$ cat src/rtl/fetch_decode_buffer.sv
// Fetch-to-decode skid buffer: two-entry queue of fetched words,
// decoded to a one-hot instruction vector at enqueue time.
module fetch_decode_buffer #(
    parameter int ILL_CNT_W = 8
) (
    input  logic                 clk,
    input  logic                 rst_n,
    input  logic                 im_valid,
    input  logic [31:0]          im_inst,
    input  logic [31:0]          im_pc,
    output logic                 im_ready,
    input  logic                 stall,
    input  logic                 flush,
    output logic                 id_valid,
    output logic [31:0]          id_inst,
    output logic [31:0]          id_pc,
    output logic [31:0]          i,
    output logic [ILL_CNT_W-1:0] illegal_cnt
);

    typedef struct packed {
        logic [31:0] inst;
        logic [31:0] pc;
        logic [31:0] dec;
    } entry_t;

    logic [1:0] count;
    entry_t     head;
    entry_t     skid;
    entry_t     in_e;
    logic       accept;
    logic       consume;

    function automatic logic [31:0] decode(input logic [31:0] w);
        logic [31:0] d;
        logic [5:0]  op;
        logic [5:0]  fn;
        d  = '0;
        op = w[31:26];
        fn = w[5:0];
        if (op == 6'h00) begin
            unique case (fn)
                6'h20:   d[0]  = 1'b1;
                6'h21:   d[1]  = 1'b1;
                6'h22:   d[2]  = 1'b1;
                6'h23:   d[3]  = 1'b1;
                6'h24:   d[4]  = 1'b1;
                6'h25:   d[5]  = 1'b1;
                6'h26:   d[6]  = 1'b1;
                6'h27:   d[7]  = 1'b1;
                6'h2A:   d[8]  = 1'b1;
                6'h2B:   d[9]  = 1'b1;
                6'h00:   d[10] = 1'b1;
                6'h02:   d[11] = 1'b1;
                6'h03:   d[12] = 1'b1;
                6'h04:   d[13] = 1'b1;
                6'h06:   d[14] = 1'b1;
                6'h07:   d[15] = 1'b1;
                6'h08:   d[16] = 1'b1;
                default: d[31] = 1'b1;
            endcase
        end else begin
            unique case (op)
                6'h08:   d[17] = 1'b1;
                6'h09:   d[18] = 1'b1;
                6'h0C:   d[19] = 1'b1;
                6'h0D:   d[20] = 1'b1;
                6'h0E:   d[21] = 1'b1;
                6'h23:   d[22] = 1'b1;
                6'h2B:   d[23] = 1'b1;
                6'h04:   d[24] = 1'b1;
                6'h05:   d[25] = 1'b1;
                6'h0A:   d[26] = 1'b1;
                6'h0B:   d[27] = 1'b1;
                6'h0F:   d[28] = 1'b1;
                6'h02:   d[29] = 1'b1;
                6'h03:   d[30] = 1'b1;
                default: d[31] = 1'b1;
            endcase
        end
        return d;
    endfunction

    assign in_e     = '{inst: im_inst, pc: im_pc, dec: decode(im_inst)};
    assign im_ready = (count < 2'd2);
    assign id_valid = (count != 2'd0);
    assign accept   = im_valid & im_ready;
    assign consume  = id_valid & ~stall;
    assign id_inst  = head.inst;
    assign id_pc    = head.pc;
    assign i        = id_valid ? head.dec : 32'd0;

    // Queue occupancy and head/skid movement; flush empties everything.
    always_ff @(posedge clk or negedge rst_n) begin
        if (!rst_n) begin
            count <= 2'd0;
            head  <= '0;
            skid  <= '0;
        end else if (flush) begin
            count <= 2'd0;
        end else begin
            case (count)
                2'd0: begin
                    if (accept) begin
                        head  <= in_e;
                        count <= 2'd1;
                    end
                end
                2'd1: begin
                    if (accept && consume) begin
                        head <= in_e;
                    end else if (accept) begin
                        skid  <= in_e;
                        count <= 2'd2;
                    end else if (consume) begin
                        count <= 2'd0;
                    end
                end
                2'd2: begin
                    if (consume) begin
                        head  <= skid;
                        count <= 2'd1;
                    end
                end
                default: count <= 2'd0;
            endcase
        end
    end

    // Saturating count of illegal words actually handed to decode.
    always_ff @(posedge clk or negedge rst_n) begin
        if (!rst_n) begin
            illegal_cnt <= '0;
        end else if (!flush && consume && head.dec[31] &&
                     illegal_cnt != {ILL_CNT_W{1'b1}}) begin
            illegal_cnt <= illegal_cnt + ILL_CNT_W'(1);
        end
    end

endmodule

$ cat config.mk
export PLATFORM = sky130hd
export DESIGN_NAME = fetch_decode_buffer
export DESIGN_NICKNAME = d
export VERILOG_FILES = /design/src/rtl/fetch_decode_buffer.sv
export SDC_FILE = /design/constraint.sdc
export NUM_CORES = 1
export LEC_CHECK = 0
export CORE_UTILIZATION = 48
export CTS_CLUSTER_SIZE = 40
export DETAILED_ROUTE_END_ITERATION = 10
export GPL_TIMING_DRIVEN = 0
export PLACE_DENSITY = 0.87
export SYNTH_ARGS = -nofsm -noshare
export SYNTH_HDL_FRONTEND = slang
export SYNTH_SLANG_ARGS = --single-unit
$ cat constraint.sdc
create_clock -name clk -period 1.7 [get_ports clk]
set_input_delay 0.255 -clock clk [delete_from_list [all_inputs] [get_ports clk]]
set_output_delay 0.255 -clock clk [all_outputs]
set_load 0.05 [all_outputs]
==> impl_metrics.tcl <==
set metrics [dict create \
    failed_checks "setup timing" \
    synthCells 962 \
    root_buffer "clkbuf_16" \
    powerDensity_nw_per_um2 1110 \
    ir_worst_vdd_v 0.00102 \
    synth_edf_count 0 \
    clock_latency_ns 0.51 \
    yosys_register_bits 202 \
    syn_area_um2 9430 \
    drc_errors 0 \
    power.leakage_nw 6.40 \
    die_w_um 142 \
    hold_ws_ns 0.113 \
    port_buffers 169 \
    fin_area_um2 14600 \
    cp_slowest_stage_delay_ns 0.43 \
    cts_buffer_depth 3 \
    die-area_um2 20200 \
    syn_nets 1032 \
    pwr-share-seq_pct 39.1 \
    hp-class "input pin to flop" \
    drt_iter0_markers 826 \
    grt_pass1_wl_um 43600 \
    wl_um 32500 \
    crit_buf_inv 2 \
    synth_seq_area_share_pct 53.6 \
    combPwrFrac_pct 33.1 \
    endpoint_kind "output pin" \
    rows 50 \
    antenna_found_initial 0 \
    ios 175 \
    die_y_um 142 \
    n_antenna_cell 0 \
    synth_common_cells "dfrtp_1 (202), nand2_1 (185), nor2_1 (105)" \
    period_needed_ns 2.02 \
    avgRoutedWirePerCell_um 21.8 \
    p_switching_mw 5.51 \
    synth_top_area_share_pct 53.6 \
    cts_inserted_buffers 22 \
    critPathLaunchType "flop" \
    internal_power_mw 10.7 \
    drive_gt1_share_pct 44.6 \
    slowest_stage "dfrtp_2" \
    timing.setup.tns_ns -34.99 \
    clkSinkCount 202 \
    hold_viol_final 0 \
    syn_area_per_cell_um2 9.80 \
    critical_path.max_fanout 6 \
    setup_viol 231 \
    multi_input_area_um2 4490 \
    synth-async-reset-ratio_pct 100 \
    n_fill_cell 1085 \
    synth_most_common_cell "dfrtp_1" \
    grt_pass1_vias 8376 \
    crit_family "simple AND/OR/NAND/NOR gates" \
    grt_usage_pct 27.6 \
    path_class "flop to output pin" \
    drtPass1Iterations 6 \
    finalClockSkew_ns 0.0128 \
    antenna_left 0 \
    coreArea_um2 19000 \
    synthFlopType "dfrtp_1" \
    netlist_top_cells_area "dfrtp_1 (54%), mux2_2 (8.0%), nand2_1 (7.4%), buf_4 (5.2%), a31oi_1 (4.8%)" \
    period_share_pct 119 \
    area_delta_synth_final_pct 55.3 \
    vias 8703 \
    htree_levels 1 \
    placed_cell_area_um2 11500 \
    clock.fmax_ghz 0.494 \
    path_cells "or2_4 -> clkbuf_16 -> and2_4 -> buf_8" \
    required_ns 1.44 \
    p_total_mw 16.2 \
    yosys.area.top_type "dfrtp_1" \
    ys_warn_count 0 \
    placed_cells 1392 \
    cts_tree "yes" \
    clk_pin_slew_ns 0.06 \
    dp_hpwl_um 16900 \
    p_clk_share_pct 27.8 \
    grt_max_degree 112 \
    nNetsFinal 1289 \
    layoutNonFillerInstCount 1490 \
    tightest_slew_ns 0.850 \
    initial_utilization_pct 49.7 \
    synth.distinct_cells 43 \
    setup_ws_ns -0.323 \
    power_switching_share_pct 34.0 \
    drv_slew 0 \
    overflow 0 \
    worstPathArrival_ns 1.77 \
    seqCellArea_um2 5060 \
    cap_violations 0 \
    rsz0062_at_grt "yes" \
    slew_headroom_pct 43.3 \
    status "finished, violations left" \
    avgViaCountPerCell 5.84 \
    place.gp.congestion 0.923 \
]
state kept, by name, indices dropped and copies added (netlist names):
name         flops
id_pc           32
skid            96
count            2
head            32
id_inst         32
illegal_cnt      8
through the flow:
stage | setup WS, ns | utilization (%)
after CTS | -0.283 | 70.9
after global routing | -0.336 | 77.2
after global placement | -8.61 | 60.6
after floorplan | -0.269 | -
final | -0.323 | 77.2
after detailed placement | -0.926 | 60.8
worst paths after layout:
path,slack (ns),from,end,depth (start not counted)
setup / recovery,-0.32,count[0]$_DFFE_PN0P_,i[4],4
hold / removal,0.11,im_inst[29],id_inst[29]$_DFFE_PN0P_,3
setup reg to reg,-0.28,count[1]$_DFFE_PN0P_,count[0]$_DFFE_PN0P_,12
hold reg to reg,0.50,illegal_cnt[5]$_DFFE_PN0P_,illegal_cnt[5]$_DFFE_PN0P_,1
max in group asynchronous,0.34,rst_n,skid[32]$_DFFE_PN0P_,3
min in group asynchronous,0.40,rst_n,id_inst[14]$_DFFE_PN0P_,2
cell families (layout without fill, tap and decap cells):
group,Yosys count,after routing,synth area share [%]
AO/OA/AOI/OAI,159,159,10.6
flip-flops,202,202,53.6
multiplexers,68,68,8.11
XOR/XNOR,7,7,0.650
buffers and inverters,135,403,8.38
adder cells (fa/ha/maj),1,1,0.133
AND/OR/NAND/NOR,390,390,18.5
tightest hold or removal path, cell delays in order:
cell     delay, ns
buf_4         0.17
nand2_1       0.07
a31oi_1       0.07
power groups by stage:
stage / clock (mW) / sequential, mW / combinational, mW
finish: 4.50 / 6.34 / 5.37
global route: 4.71 / 6.43 / 5.62
CTS: 4.45 / 6.27 / 4.89
detailed placement: 0 / 6.31 / 4.43
global placement: 0 / 6.25 / 4.33
floorplan: 0 / 6.30 / 2.96
metal layers:
metal  GRT usage, %  part of all wire (%)
met2           46.3                    49
met1           34.6                    37
met5              0                     0
met4           11.5                   4.6
met3           5.89                   9.7
cell usage in the layout (no fill, tap or decap), types with 14 or more instances in the layout:
master	n
a21oi_1	15
a21oi_2	22
a31oi_1	47
a31oi_4	17
and2_4	31
buf_12	20
buf_4	86
buf_6	41
buf_8	27
clkbuf_16	39
clkbuf_2	30
clkdlybuf4s15_2	57
clkdlybuf4s50_1	61
dfrtp_1	198
mux2_2	63
nand2_1	172
nor2_1	77
nor2_2	22
o21ai_0	14
area by class of cell:
| cell class | instances | area share [%] |
|---|---|---|
| Clock buffer | 34 | 4.42 |
| Timing Repair Buffer | 236 | 19.6 |
| Clock inverter | 1 | 0.0342 |
| Multi-Input combinational cell | 625 | 30.7 |
| Inverter | 3 | 0.0769 |
| Sequential cell | 202 | 34.6 |
| Buffer | 129 | 8.40 |
| Tap cell | 260 | 2.22 |
repair_timing:
| item | CTS | global route |
|---|---|---|
| hold buffers | 1 | 0 |
| resized for setup | 629 | 220 |
| cloned | 12 | 14 |
| pin swaps | 28 | 25 |
| buffers inserted | 25 | 15 |
| setup endpoints to repair | 307 | 225 |
| hold endpoints to repair | 110 | 0 |
No activity file was read; power rests on OpenSTA's default activity.
